$ cat config.mk
export PLATFORM = sky130hd
export DESIGN_NAME = rr_bus_arbiter_flat
export DESIGN_NICKNAME = d
export VERILOG_FILES = /design/src/rtl/rr_bus_arbiter_if.sv /design/src/rtl/rr_bus_arbiter.sv /design/src/flat_wrapper.sv
export SDC_FILE = /design/constraint.sdc
export NUM_CORES = 1
export LEC_CHECK = 0
export CAP_MARGIN = 20
export CORE_ASPECT_RATIO = 0.7
export CORE_UTILIZATION = 28
export CTS_CLUSTER_SIZE = 10
export DETAILED_ROUTE_END_ITERATION = 6
export PLACE_DENSITY = 0.44
export SLEW_MARGIN = 20
export SYNTH_ARGS = -nofsm -noshare
export SYNTH_HDL_FRONTEND = slang
export SYNTH_SLANG_ARGS = --single-unit
export TNS_END_PERCENT = 10
$ cat constraint.sdc
create_clock -name sys_clk -period 1.6 [get_ports sys_clk]
set_input_delay 0.32 -clock sys_clk [delete_from_list [all_inputs] [get_ports sys_clk]]
set_output_delay 0.32 -clock sys_clk [all_outputs]
set_load 0.005 [all_outputs]
$ cat src/rtl/rr_bus_arbiter_if.sv
// rtl/rr_bus_arbiter_if.sv - master request/select lines and arbiter grant/routing outputs
// master modport is the requesting side, slave modport is the arbiter side.
interface rr_bus_arbiter_if;
  logic       m1_request;
  logic       m2_request;
  logic       m1_slave_sel;
  logic       m2_slave_sel;
  logic       m1_grant;
  logic       m2_grant;
  logic       arbiter_busy;
  logic [1:0] bus_grant;
  logic [1:0] slave_sel;
  logic       timeout;

  modport master (
    output m1_request, m2_request, m1_slave_sel, m2_slave_sel,
    input  m1_grant, m2_grant, arbiter_busy, bus_grant, slave_sel, timeout
  );

  modport slave (
    input  m1_request, m2_request, m1_slave_sel, m2_slave_sel,
    output m1_grant, m2_grant, arbiter_busy, bus_grant, slave_sel, timeout
  );
endinterface

$ cat src/rtl/rr_bus_arbiter.sv
// rtl/rr_bus_arbiter.sv - two-master round-robin bus arbiter with serial 2-bit slave select
// Optional watchdog forced release is enabled by defining ARB_TIMEOUT_EN.
module rr_bus_arbiter #(
  parameter int TIMEOUT_CYCLES = 255,
  parameter int CNT_W          = 16
) (
  input  logic            sys_clk,
  input  logic            sys_rst,
  rr_bus_arbiter_if.slave bus
);

  generate
    if ((TIMEOUT_CYCLES < 1) || (TIMEOUT_CYCLES > 65535) || (CNT_W < 1) ||
        ((CNT_W < 32) && ((TIMEOUT_CYCLES >> CNT_W) != 0))) begin : g_bad_cfg
      $error("rr_bus_arbiter: TIMEOUT_CYCLES out of range or does not fit in CNT_W bits");
    end
  endgenerate

  typedef enum logic [2:0] {
    S_IDLE,
    S_SEL_HI,
    S_SEL_LO,
    S_CONNECTED,
    S_RELEASE
  } state_t;

  state_t     state_q, state_d;
  // Master encoding for last/winner: 0 = m1, 1 = m2.
  logic       last_q, last_d;
  logic       winner_q, winner_d;
  logic       code_hi_q, code_hi_d;
  logic       m1_grant_q, m1_grant_d;
  logic       m2_grant_q, m2_grant_d;
  logic       busy_q, busy_d;
  logic [1:0] bus_grant_q, bus_grant_d;
  logic [1:0] slave_sel_q, slave_sel_d;
  logic       timeout_q, timeout_d;

  logic       win_req;
  logic       win_sel;
  logic [1:0] code;

  assign win_req = winner_q ? bus.m2_request   : bus.m1_request;
  assign win_sel = winner_q ? bus.m2_slave_sel : bus.m1_slave_sel;
  assign code    = {code_hi_q, win_sel};

`ifdef ARB_TIMEOUT_EN
  logic [CNT_W-1:0] cnt_q, cnt_d, cnt_inc;
  assign cnt_inc = (&cnt_q) ? cnt_q : cnt_q + CNT_W'(1);
`endif

  always_comb begin
    state_d     = state_q;
    last_d      = last_q;
    winner_d    = winner_q;
    code_hi_d   = code_hi_q;
    m1_grant_d  = m1_grant_q;
    m2_grant_d  = m2_grant_q;
    busy_d      = busy_q;
    bus_grant_d = bus_grant_q;
    slave_sel_d = slave_sel_q;
    timeout_d   = 1'b0;
`ifdef ARB_TIMEOUT_EN
    cnt_d       = cnt_q;
`endif
    case (state_q)
      S_IDLE: begin
        busy_d = 1'b0;
        if (bus.m1_request || bus.m2_request) begin
          // Pointer only moves on a genuine tie; a lone requester just wins.
          if (bus.m1_request && bus.m2_request) begin
            winner_d = ~last_q;
            last_d   = ~last_q;
          end else begin
            winner_d = bus.m2_request;
          end
          m1_grant_d = ~winner_d;
          m2_grant_d = winner_d;
          busy_d     = 1'b1;
          state_d    = S_SEL_HI;
        end
      end
      S_SEL_HI: begin
        code_hi_d = win_sel;
        state_d   = S_SEL_LO;
      end
      S_SEL_LO: begin
        if (code != 2'b00) begin
          slave_sel_d = code;
          bus_grant_d = winner_q ? 2'b10 : 2'b01;
`ifdef ARB_TIMEOUT_EN
          cnt_d       = '0;
`endif
          state_d     = S_CONNECTED;
        end else begin
          m1_grant_d = 1'b0;
          m2_grant_d = 1'b0;
          state_d    = S_RELEASE;
        end
      end
      S_CONNECTED: begin
        if (!win_req) begin
          m1_grant_d  = 1'b0;
          m2_grant_d  = 1'b0;
          bus_grant_d = 2'b00;
          slave_sel_d = 2'b00;
          state_d     = S_RELEASE;
`ifdef ARB_TIMEOUT_EN
        end else if (cnt_inc >= CNT_W'(TIMEOUT_CYCLES)) begin
          // Forced release hands priority to the other master.
          m1_grant_d  = 1'b0;
          m2_grant_d  = 1'b0;
          bus_grant_d = 2'b00;
          slave_sel_d = 2'b00;
          timeout_d   = 1'b1;
          last_d      = winner_q;
          state_d     = S_RELEASE;
        end else begin
          cnt_d = cnt_inc;
`endif
        end
      end
      S_RELEASE: begin
        m1_grant_d  = 1'b0;
        m2_grant_d  = 1'b0;
        bus_grant_d = 2'b00;
        slave_sel_d = 2'b00;
        busy_d      = 1'b0;
        state_d     = S_IDLE;
      end
      default: begin
        state_d = S_IDLE;
      end
    endcase
  end

  always_ff @(posedge sys_clk) begin
    if (sys_rst) begin
      state_q     <= S_IDLE;
      last_q      <= 1'b1;
      winner_q    <= 1'b0;
      code_hi_q   <= 1'b0;
      m1_grant_q  <= 1'b0;
      m2_grant_q  <= 1'b0;
      busy_q      <= 1'b0;
      bus_grant_q <= 2'b00;
      slave_sel_q <= 2'b00;
      timeout_q   <= 1'b0;
`ifdef ARB_TIMEOUT_EN
      cnt_q       <= '0;
`endif
    end else begin
      state_q     <= state_d;
      last_q      <= last_d;
      winner_q    <= winner_d;
      code_hi_q   <= code_hi_d;
      m1_grant_q  <= m1_grant_d;
      m2_grant_q  <= m2_grant_d;
      busy_q      <= busy_d;
      bus_grant_q <= bus_grant_d;
      slave_sel_q <= slave_sel_d;
      timeout_q   <= timeout_d;
`ifdef ARB_TIMEOUT_EN
      cnt_q       <= cnt_d;
`endif
    end
  end

  assign bus.m1_grant     = m1_grant_q;
  assign bus.m2_grant     = m2_grant_q;
  assign bus.arbiter_busy = busy_q;
  assign bus.bus_grant    = bus_grant_q;
  assign bus.slave_sel    = slave_sel_q;
  assign bus.timeout      = timeout_q;

endmodule

$ cat src/flat_wrapper.sv
// flat-port wrapper written by rule: the top's interface ports become plain ports
module rr_bus_arbiter_flat 
#(
  parameter int TIMEOUT_CYCLES = 255,
  parameter int CNT_W          = 16
)
  (sys_clk, sys_rst, bus_m1_request, bus_m2_request, bus_m1_slave_sel, bus_m2_slave_sel, bus_m1_grant, bus_m2_grant, bus_arbiter_busy, bus_bus_grant, bus_slave_sel, bus_timeout);
  rr_bus_arbiter_if bus_i ();
  input  logic sys_clk;
  input  logic sys_rst;
  input wire logic [$bits(bus_i.m1_request)-1:0] bus_m1_request;
  input wire logic [$bits(bus_i.m2_request)-1:0] bus_m2_request;
  input wire logic [$bits(bus_i.m1_slave_sel)-1:0] bus_m1_slave_sel;
  input wire logic [$bits(bus_i.m2_slave_sel)-1:0] bus_m2_slave_sel;
  output wire logic [$bits(bus_i.m1_grant)-1:0] bus_m1_grant;
  output wire logic [$bits(bus_i.m2_grant)-1:0] bus_m2_grant;
  output wire logic [$bits(bus_i.arbiter_busy)-1:0] bus_arbiter_busy;
  output wire logic [$bits(bus_i.bus_grant)-1:0] bus_bus_grant;
  output wire logic [$bits(bus_i.slave_sel)-1:0] bus_slave_sel;
  output wire logic [$bits(bus_i.timeout)-1:0] bus_timeout;
  assign bus_i.m1_request = bus_m1_request;
  assign bus_i.m2_request = bus_m2_request;
  assign bus_i.m1_slave_sel = bus_m1_slave_sel;
  assign bus_i.m2_slave_sel = bus_m2_slave_sel;
  assign bus_m1_grant = bus_i.m1_grant;
  assign bus_m2_grant = bus_i.m2_grant;
  assign bus_arbiter_busy = bus_i.arbiter_busy;
  assign bus_bus_grant = bus_i.bus_grant;
  assign bus_slave_sel = bus_i.slave_sel;
  assign bus_timeout = bus_i.timeout;
  rr_bus_arbiter #(.TIMEOUT_CYCLES(TIMEOUT_CYCLES), .CNT_W(CNT_W)) u_core (.sys_clk(sys_clk), .sys_rst(sys_rst), .bus(bus_i));
endmodule
==> summary.md, run 1 <==
| Metric | Value |
|---|---|
| Reg power frac | 0.450 |
| Clk sinks | 13 |
| Skew-Pair Late Insertion Delay | 0.28 ns |
| Core Area | 2280 sq um |
| Post CTS Setup Buffer Count | 0 |
| Placed insts | 128 |
| Row count | 14 |
| Largest net degree at the start of global routing | 14 |
| CTS tree | done |
| Count leader, synth | dfxtp_1 |
| Area contributors post-synth | dfxtp_1 36%, nand2b_1 8.7%, mux2i_1 7.0% |
| Startpoint types | input port |
| Post-CTS Resized | 0 |
| Setup TNS | 0 ns |
| Fin crit period | 1.46 ns |
| Worst setup margin | 0.135 ns |
| Cts hold-fix bufs | 0 |
| Worst Skew | 0.00405 ns |
| Worst hold margin | 0.472 ns |
| Starting DRT DRC Count | 20 |
| Area fraction of the dominant cell type after synthesis | 0.362 |
| Max VDD drop | 0.000338 V |
| Initial core utilization | 0.315 |
| Total area of sequential cells | 260 sq um |
| DP Area | 913 sq um |
| Nets@finish | 107 |
| Combinational Power Share | 0.325 |
| Syn Inst Count | 81 |
| Total power | 0.925 mW |
| Cell leakage power | 0.344 nW |
| Finished Core Util | 0.413 |
| Final non-filler cell total | 132 |
| Type of the most critical hold path | flip-flop to flip-flop |
| Setup-failing EPs final | 0 |
| Post-synth EDFFs | 0 |
| Ant. Diodes | 0 |
| Final Hold Vio Count | 0 |
| DR pass1 iterations | 4 |
| Reg clk slew, reported paths | 0.08 ns |
| Post-synth cell types | 33 |
| PwrDens | 984 nW/um^2 |
| Cell area after layout | 940 sq um |
| Critical path capture point type | flip-flop |
| Pre-CTS setup slack | -0.167 ns |
| Outcome | complete, no violations |
| Routed via count | 620 |
| Area growth, synth to finish | 30.8% |
| IO buf count | 12 |
| Final ANT Viol Nets | 0 |
| Pint | 0.626 mW |
| H-Tree Depth | 1 |
| Syn nets | 87 |
| Net Switching | 0.298 mW |
| Max clock buf depth | 2 |
| CTS Root Cell | clkbuf_4 |
| Clock Power Share | 0.225 |
| Worst Path Required | 1.80 ns |
| Max cap viols | 0 |
| Final WL | 1470 um |
| Fraction of layout cells with a size suffix above 1 | 0.190 |
| Wire length per cell | 11.2 um |
| Post-Syn Area | 718 sq um |
| Worst Path Max Fanout | 7 |
| Max Fclk | 683 MHz |
| RSZ-0062 raised after global routing | false |
| Async SR Flop Fraction | 0 |
| Die area | 2770 sq um |
| First-pass GRT wire length | 2470 um |
| Initial antenna violation count | 0 |
| I/O pin count | 14 |
| Vias/cell | 4.70 |
| YS warnings | 0 |
| GRT Overall Usage | 0.122 |
| GP Congestion | 0.739 |
| HPWL after DPL | 1120 um |
| DIE WIDTH | 62.5 um |
| Setup CP Type | input port to flip-flop |
| Top cells by count, synth | 13 x dfxtp_1, 10 x nand2b_1, 5 x mux2i_1, 5 x nor2_1, 5 x nor3_1 |
| Fin. max-slew vios | 0 |
| Gr ovfl total | 0 |
| Seq cells post-synth | 13 |
| FILL cells | 233 |
| Biggest area consumer among synthesized cells | dfxtp_1 |
| Area of the multi-input gates | 418 sq um |
| Syn Area/Cell | 8.87 sq um |
| Switching Share | 0.323 |
| Die Height | 44.4 um |
| DRC | 0 |
| CTS Buf Count | 3 |
| Vias in the first global route | 550 |
| Top FF cell, synth | dfxtp_1 |
| Arrival @ worst endpoint | 1.67 ns |
| Seq/Total Area, Yosys | 0.362 |
| Final period util | 0.915 |
critical path: stages:
cell and delay (ns):
clkdlybuf4s50_1 0.57, mux2i_1 0.14, buf_4 0.16, a311o_1 0.33, a21oi_1 0.15
power groups by stage:
stage	logic (mW)	registers [mW]	clock network, mW
finish	0.300	0.416	0.208
global route	0.331	0.427	0.233
CTS	0.302	0.417	0.217
detailed placement	0.301	0.424	0
global placement	0.307	0.425	0
floorplan	0.213	0.402	0
registers in the layout (all words and copies together), names as in the netlist:
name,flops
u_core.winner_q,1
u_core.bus.m2_grant,1
u_core.bus.slave_sel,2
u_core.state_q,3
u_core.last_q,1
u_core.code_hi_q,1
u_core.bus.bus_grant,2
u_core.bus.m1_grant,1
u_core.bus.arbiter_busy,1
kinds of logic (layout without fill, tap and decap cells):
family / count (synthesis) / count (layout) / synth area share
simple gates: 31 / 31 / 0.237
compound gates: 20 / 20 / 0.225
flops: 13 / 13 / 0.362
buf+inv: 8 / 27 / 0.0557
mux: 6 / 6 / 0.0906
xor+xnor: 2 / 2 / 0.0244
other cells: 1 / 1 / 0.00522
final timing paths:
check,from,to,slack (ns),cells after the start
hold reg to reg,u_core.bus.m1_grant,u_core.bus.m1_grant,0.47,2
setup / recovery,bus_m1_request,u_core.state_q[1],0.14,5
hold / removal,u_core.bus.m1_grant,u_core.bus.m1_grant,0.47,2
setup reg to reg,u_core.winner_q,u_core.bus.slave_sel[0],0.17,4
cell usage in the layout, fill, tap and decap left out:
cell,netlist,final
dfxtp_1,13,13
clkdlybuf4s50_1,0,12
nand2b_1,10,10
buf_4,2,9
nor2_1,5,5
mux2i_1,5,5
nor3_1,5,5
nand2_1,4,4
a21oi_1,4,4
clkbuf_4,0,3
nand3_1,2,2
xor2_1,2,2
a22oi_1,2,2
o21ai_1,2,2
o21ai_0,2,2
o32ai_1,2,2
mux2_4,1,1
nor2b_1,1,1
nor3b_2,1,1
inv_2,1,1
a21oi_2,1,1
nand3b_1,1,1
inv_1,1,1
o21ai_4,1,1
o32ai_2,1,1
a21boi_0,1,1
or3_1,1,1
a211oi_1,1,1
o2111ai_2,1,1
a311o_1,1,1
nor4_1,1,1
o21a_1,1,1
conb_1,1,1
clkbuf_1,2,1
layout make-up:
type / instances / share of cell area
Tap cell: 32 / 0.0426
Timing Repair Buffer: 21 / 0.200
Inverter: 2 / 0.00799
Clock buffer: 4 / 0.0280
Multi-Input combinational cell: 60 / 0.445
Sequential cell: 13 / 0.277
routing by layer:
layer	global-route usage	part of all wire	vias up
li1	-	-	328
met1	0.165	0.54	277
met2	0.163	0.39	13
met3	0.0644	0.063	2
met4	0.0419	0.0082	0
met5	0	0	-
No activity file was read; power rests on OpenSTA's default activity.
==> run 2, diff against run 1 <==
CORE_ASPECT_RATIO = unset   (was 0.7)
CORE_UTILIZATION = 48   (was 28)
DONT_BUFFER_PORTS = 1   (was unset)
GPL_ROUTABILITY_DRIVEN = 0   (was unset)
PLACE_DENSITY = 0.59   (was 0.44)
==> summary.md, run 2 (synthesized netlist as in run 1, its figures left out) <==
| Metric | Value |
|---|---|
| Gr ovfl total | 0 |
| Starting DRT DRC Count | 16 |
| Routed via count | 566 |
| Biggest register | u_core.state_q |
| Startpoint types | flip-flop |
| First-pass GRT wire length | 2210 um |
| Max Fclk | 697 MHz |
| HPWL after DPL | 993 um |
| DR pass1 iterations | 4 |
| Core Area | 1350 sq um |
| Most frequent cells in the layout | 13 x dfxtp_1, 10 x nand2b_1, 5 x nor2_1, 5 x mux2i_1, 5 x nor3_1 |
| Setup-failing EPs final | 0 |
| Type of the most critical hold path | input port to flip-flop |
| Worst Path Required | 1.76 ns |
| Cell leakage power | 0.266 nW |
| Largest register FFs | 3 |
| Worst Path Max Fanout | 6 |
| Fraction of layout cells with a size suffix above 1 | 0.148 |
| CTS Buf Count | 3 |
| Fin crit period | 1.43 ns |
| Row count | 13 |
| Clk sinks | 13 |
| Critical path capture point type | flip-flop |
| FILL cells | 133 |
| Pint | 0.567 mW |
| CTS tree | done |
| Worst path slowest cell | dfxtp_1 |
| Cell area after layout | 746 sq um |
| Max VDD drop | 0.000660 V |
| Critical path's top delay family | multiplexers |
| Initial core utilization | 0.532 |
| Total area of sequential cells | 260 sq um |
| Final ANT Viol Nets | 0 |
| Die area | 1650 sq um |
| Initial antenna violation count | 0 |
| Vias in the first global route | 490 |
| Outcome | complete, no violations |
| Switching Share | 0.326 |
| CTS Root Cell | clkbuf_4 |
| Final period util | 0.897 |
| GRT Overall Usage | 0.208 |
| Vias/cell | 5.90 |
| Setup CP Type | flip-flop to flip-flop |
| Final Hold Vio Count | 0 |
| PwrDens | 1130 nW/um^2 |
| RSZ-0062 raised after global routing | false |
| IO buf count | 0 |
| Post-CTS Resized | 0 |
| CP cell instances | mux2_4, o21ai_4, o2111ai_2, mux2i_1 |
| Max clock buf depth | 2 |
| I/O pin count | 14 |
| Wire length per cell | 14.8 um |
| Worst path max stage delay | 0.44 ns |
| H-Tree Depth | 1 |
| Max cap viols | 0 |
| Largest net degree at the start of global routing | 19 |
| Arrival @ worst endpoint | 1.59 ns |
| Nets@finish | 88 |
| Final WL | 1420 um |
| Combinational Power Share | 0.260 |
| DIE WIDTH | 40.7 um |
| Clock Power Share | 0.238 |
| Cts hold-fix bufs | 0 |
| Area of the multi-input gates | 418 sq um |
| Die Height | 40.7 um |
| Reg power frac | 0.502 |
| DP Area | 719 sq um |
| Commonest non-fill, non-tap cell in the layout | dfxtp_1 |
| Setup TNS | 0 ns |
| Skew-Pair Late Insertion Delay | 0.27 ns |
| Worst Path Buf+Inv | 0 |
| Reg clk slew, reported paths | 0.08 ns |
| DRC | 0 |
| Net Switching | 0.274 mW |
| Worst Skew | 0.00170 ns |
| Area growth, synth to finish | 3.83% |
| Fin. max-slew vios | 0 |
| Ant. Diodes | 0 |
| Post CTS Setup Buffer Count | 0 |
## run 2: cell count changes in the layout (fill, tap and decap cells not counted), sizes merged
cell / change
buf: -7
clkdlybuf4s50: -12
## run 2: stage by stage
| step | hold slack (ns) | utilization | power, mW | setup slack [ns] | instances |
|---|---|---|---|---|---|
| 2_1_floorplan | 0.459 | - | 0.615 | 0.306 | 81 |
| 3_3_place_gp | 0.392 | 0.533 | 0.648 | 0.188 | 92 |
| 4_1_cts | 0.0981 | 0.552 | 0.854 | 0.159 | 96 |
| 3_5_place_dp | 0.395 | 0.533 | 0.649 | 0.171 | 92 |
| 5_1_grt | 0.0919 | 0.552 | 0.896 | 0.0411 | 96 |
| 6_report | 0.109 | 0.552 | 0.842 | 0.165 | 96 |
## run 2: cell type report
cell class | count | share of cell area
clock buffers | 4 | 0.0352
inverters | 2 | 0.0101
multi-input cells | 60 | 0.560
flip-flops and latches | 13 | 0.349
well taps | 15 | 0.0252
repair buffers | 2 | 0.0201
## run 2: layer usage
metal  global-route usage  wire length (um)  vias up
met5                    0                 0        -
met4                0.100                18        0
met3               0.0380                34        2
met2                0.337               657        8
met1                0.262               712      269
li1                     -                 -      287
## run 2: power by group through the flow
stage               Clock, mW  Combinational, mW  Sequential, mW
finish                  0.200              0.219           0.422
global route            0.221              0.246           0.429
CTS                     0.211              0.222           0.422
detailed placement          0              0.220           0.429
global placement            0              0.219           0.428
floorplan                   0              0.213           0.402
## run 2: worst paths after layout
check                                    startpoint  slack [ns]             endpoint  depth (start not counted)
worst max-delay path                u_core.winner_q        0.17  u_core.bus.m1_grant                          4
worst min-delay path                        sys_rst        0.11      u_core.winner_q                          1
worst max register to register      u_core.winner_q        0.17  u_core.bus.m1_grant                          4
worst min register to register  u_core.bus.m1_grant        0.50  u_core.bus.m1_grant                          2
==> edit (flow settings as in run 2) <==
Add a define of `ARB_TIMEOUT_EN`.
--- a/src/rtl/rr_bus_arbiter.sv
+++ b/src/rtl/rr_bus_arbiter.sv
@@ -2,2 +2,4 @@
 // Optional watchdog forced release is enabled by defining ARB_TIMEOUT_EN.
+`define ARB_TIMEOUT_EN
+
 module rr_bus_arbiter #(
Function: same outputs for any inputs over 10 cycles, from zero or initial values and one cycle with sys_rst high; that may be too few to reach the edited logic, so the function may still have changed.
==> edit against run 2 <==
The flow now finishes with violations (setup timing); highest routed layer unchanged; worst setup slack got worse by 730 ps; total power is 130% higher; wire length grew to 3.3 times the old value; fmax decreased by 34%; sequential cell count is 17 higher; final area increased to 3.2 times the old value; sequential power up 100%; synthesized area is 140% higher.
==> edit: results (changes against run 2) <==
metric,value,unit,change
cts_root_buf,clkbuf_4,,
hold_slack,28.5,ps,-80.4 ps
hold_end,u_core.winner_q,,
startpoint,u_core.cnt_q[7],,
port_buffers,0,,unchanged
grt_max_degree,14,,-5
cts_buffer_depth,2,,unchanged
drive_above_1_share,0.409,,+0.261
insertion_delay,350,ps,+80 ps
synth_cell_types,56,,+70%
dr_total_vias,1704,,+200%
fillCellCount,289,,+120%
setup_viol,27,,+27
cts.htree.levels,2,,+1
insertedDiodeCount,0,,unchanged
violations,setup timing,,
synth_top_cells_by_area,"dfxtp_1 (36%), mux2i_1 (5.3%), nand2_1 (4.4%)",,
syn_nets,202,,+130%
top_layer,met4,,
leakage,0.966,nW,+260%
dpl_worst_slack,-600,ps,-771 ps
cp_max_fo,5,,-1
grt_pass1_wl,7220,um,+230%
fin_skew,7.46,ps,+5.77 ps
place_area,2160,sq um,+200%
vdd_ir_drop_max,0.000449,V,-32%
place_hpwl,3630,um,+270%
grt_util_all_layers,0.270,,+0.0627
nets,260,,+200%
drtIter0Drc,102,,+86
wl_met2,2310,um,+250%
wl,4630,um,+230%
largestRegisters,"u_core.cnt_q (16), u_core.state_q (3)",,
setup_slack,-560,ps,-725 ps
worst_hold_path_type,input pin to flip-flop,,
wl_met1,1940,um,+170%
wl_met3,222,um,+550%
status,"finished, violations left",,
relSlewSlack,0.733,,
reg2reg_depth,7,,+3
crit_end,u_core.cnt_q[6],,
yosysSeqAreaShare,0.356,,-0.00655
synth_common_cells,"dfxtp_1 (30), nand2_1 (20), nand3_1 (12)",,
numCtsBuffers,5,,+2
==> edit: kinds of logic after synthesis <==
| group | synth area share |
|---|---|
| xor+xnor | 0.0156 |
| compound gates | 0.204 |
| buf+inv | 0.0319 |
| fa+ha+maj | 0.00741 |
| simple gates | 0.312 |
| mux | 0.0734 |
| flops | 0.356 |
==> edit: layout make-up <==
cell class                      instances  share of cell area
Timing Repair Buffer                   57               0.183
Sequential cell                        30               0.261
Tap cell                               46              0.0242
Clock buffer                            8              0.0332
Multi-Input combinational cell        153               0.489
Inverter                                6             0.00948
==> edit: stage by stage <==
stage	instances	util	setup TNS, ps
finish	300	0.706	-12860
global route	300	0.706	-14880
CTS	299	0.683	-12760
detailed placement	291	0.643	-13390
global placement	291	0.643	-12220
floorplan	195	-	-10240
==> edit: metal layers <==
metal | GRT usage | vias to the layer above
met4 | 0.149 | 0
li1 | - | 850
met2 | 0.481 | 43
met3 | 0.0693 | 17
met5 | 0 | -
met1 | 0.291 | 794
==> edit: what timing repair did <==
action | 4_1_cts | 5_1_grt
pin swaps | 6 | 13
gates resized for setup | 16 | 14
setup buffers | 0 | 1
cloned | 0 | 0
endpoints found under the setup margin | 27 | 27
==> edit: critical path: stages, from the launching register on <==
cell and delay, ps:
dfxtp_2 390, and4_1 250, nand3_2 120, or4_4 540, and4_4 240, a211oi_4 260
buf_6 170, a22o_1 130
==> edit: report_power, final <==
| group | internal, mW | switching (mW) | total [mW] |
|---|---|---|---|
| logic | 0.254 | 0.256 | 0.509 |
| registers | 0.805 | 0.0455 | 0.851 |
| clock network | 0.300 | 0.267 | 0.567 |
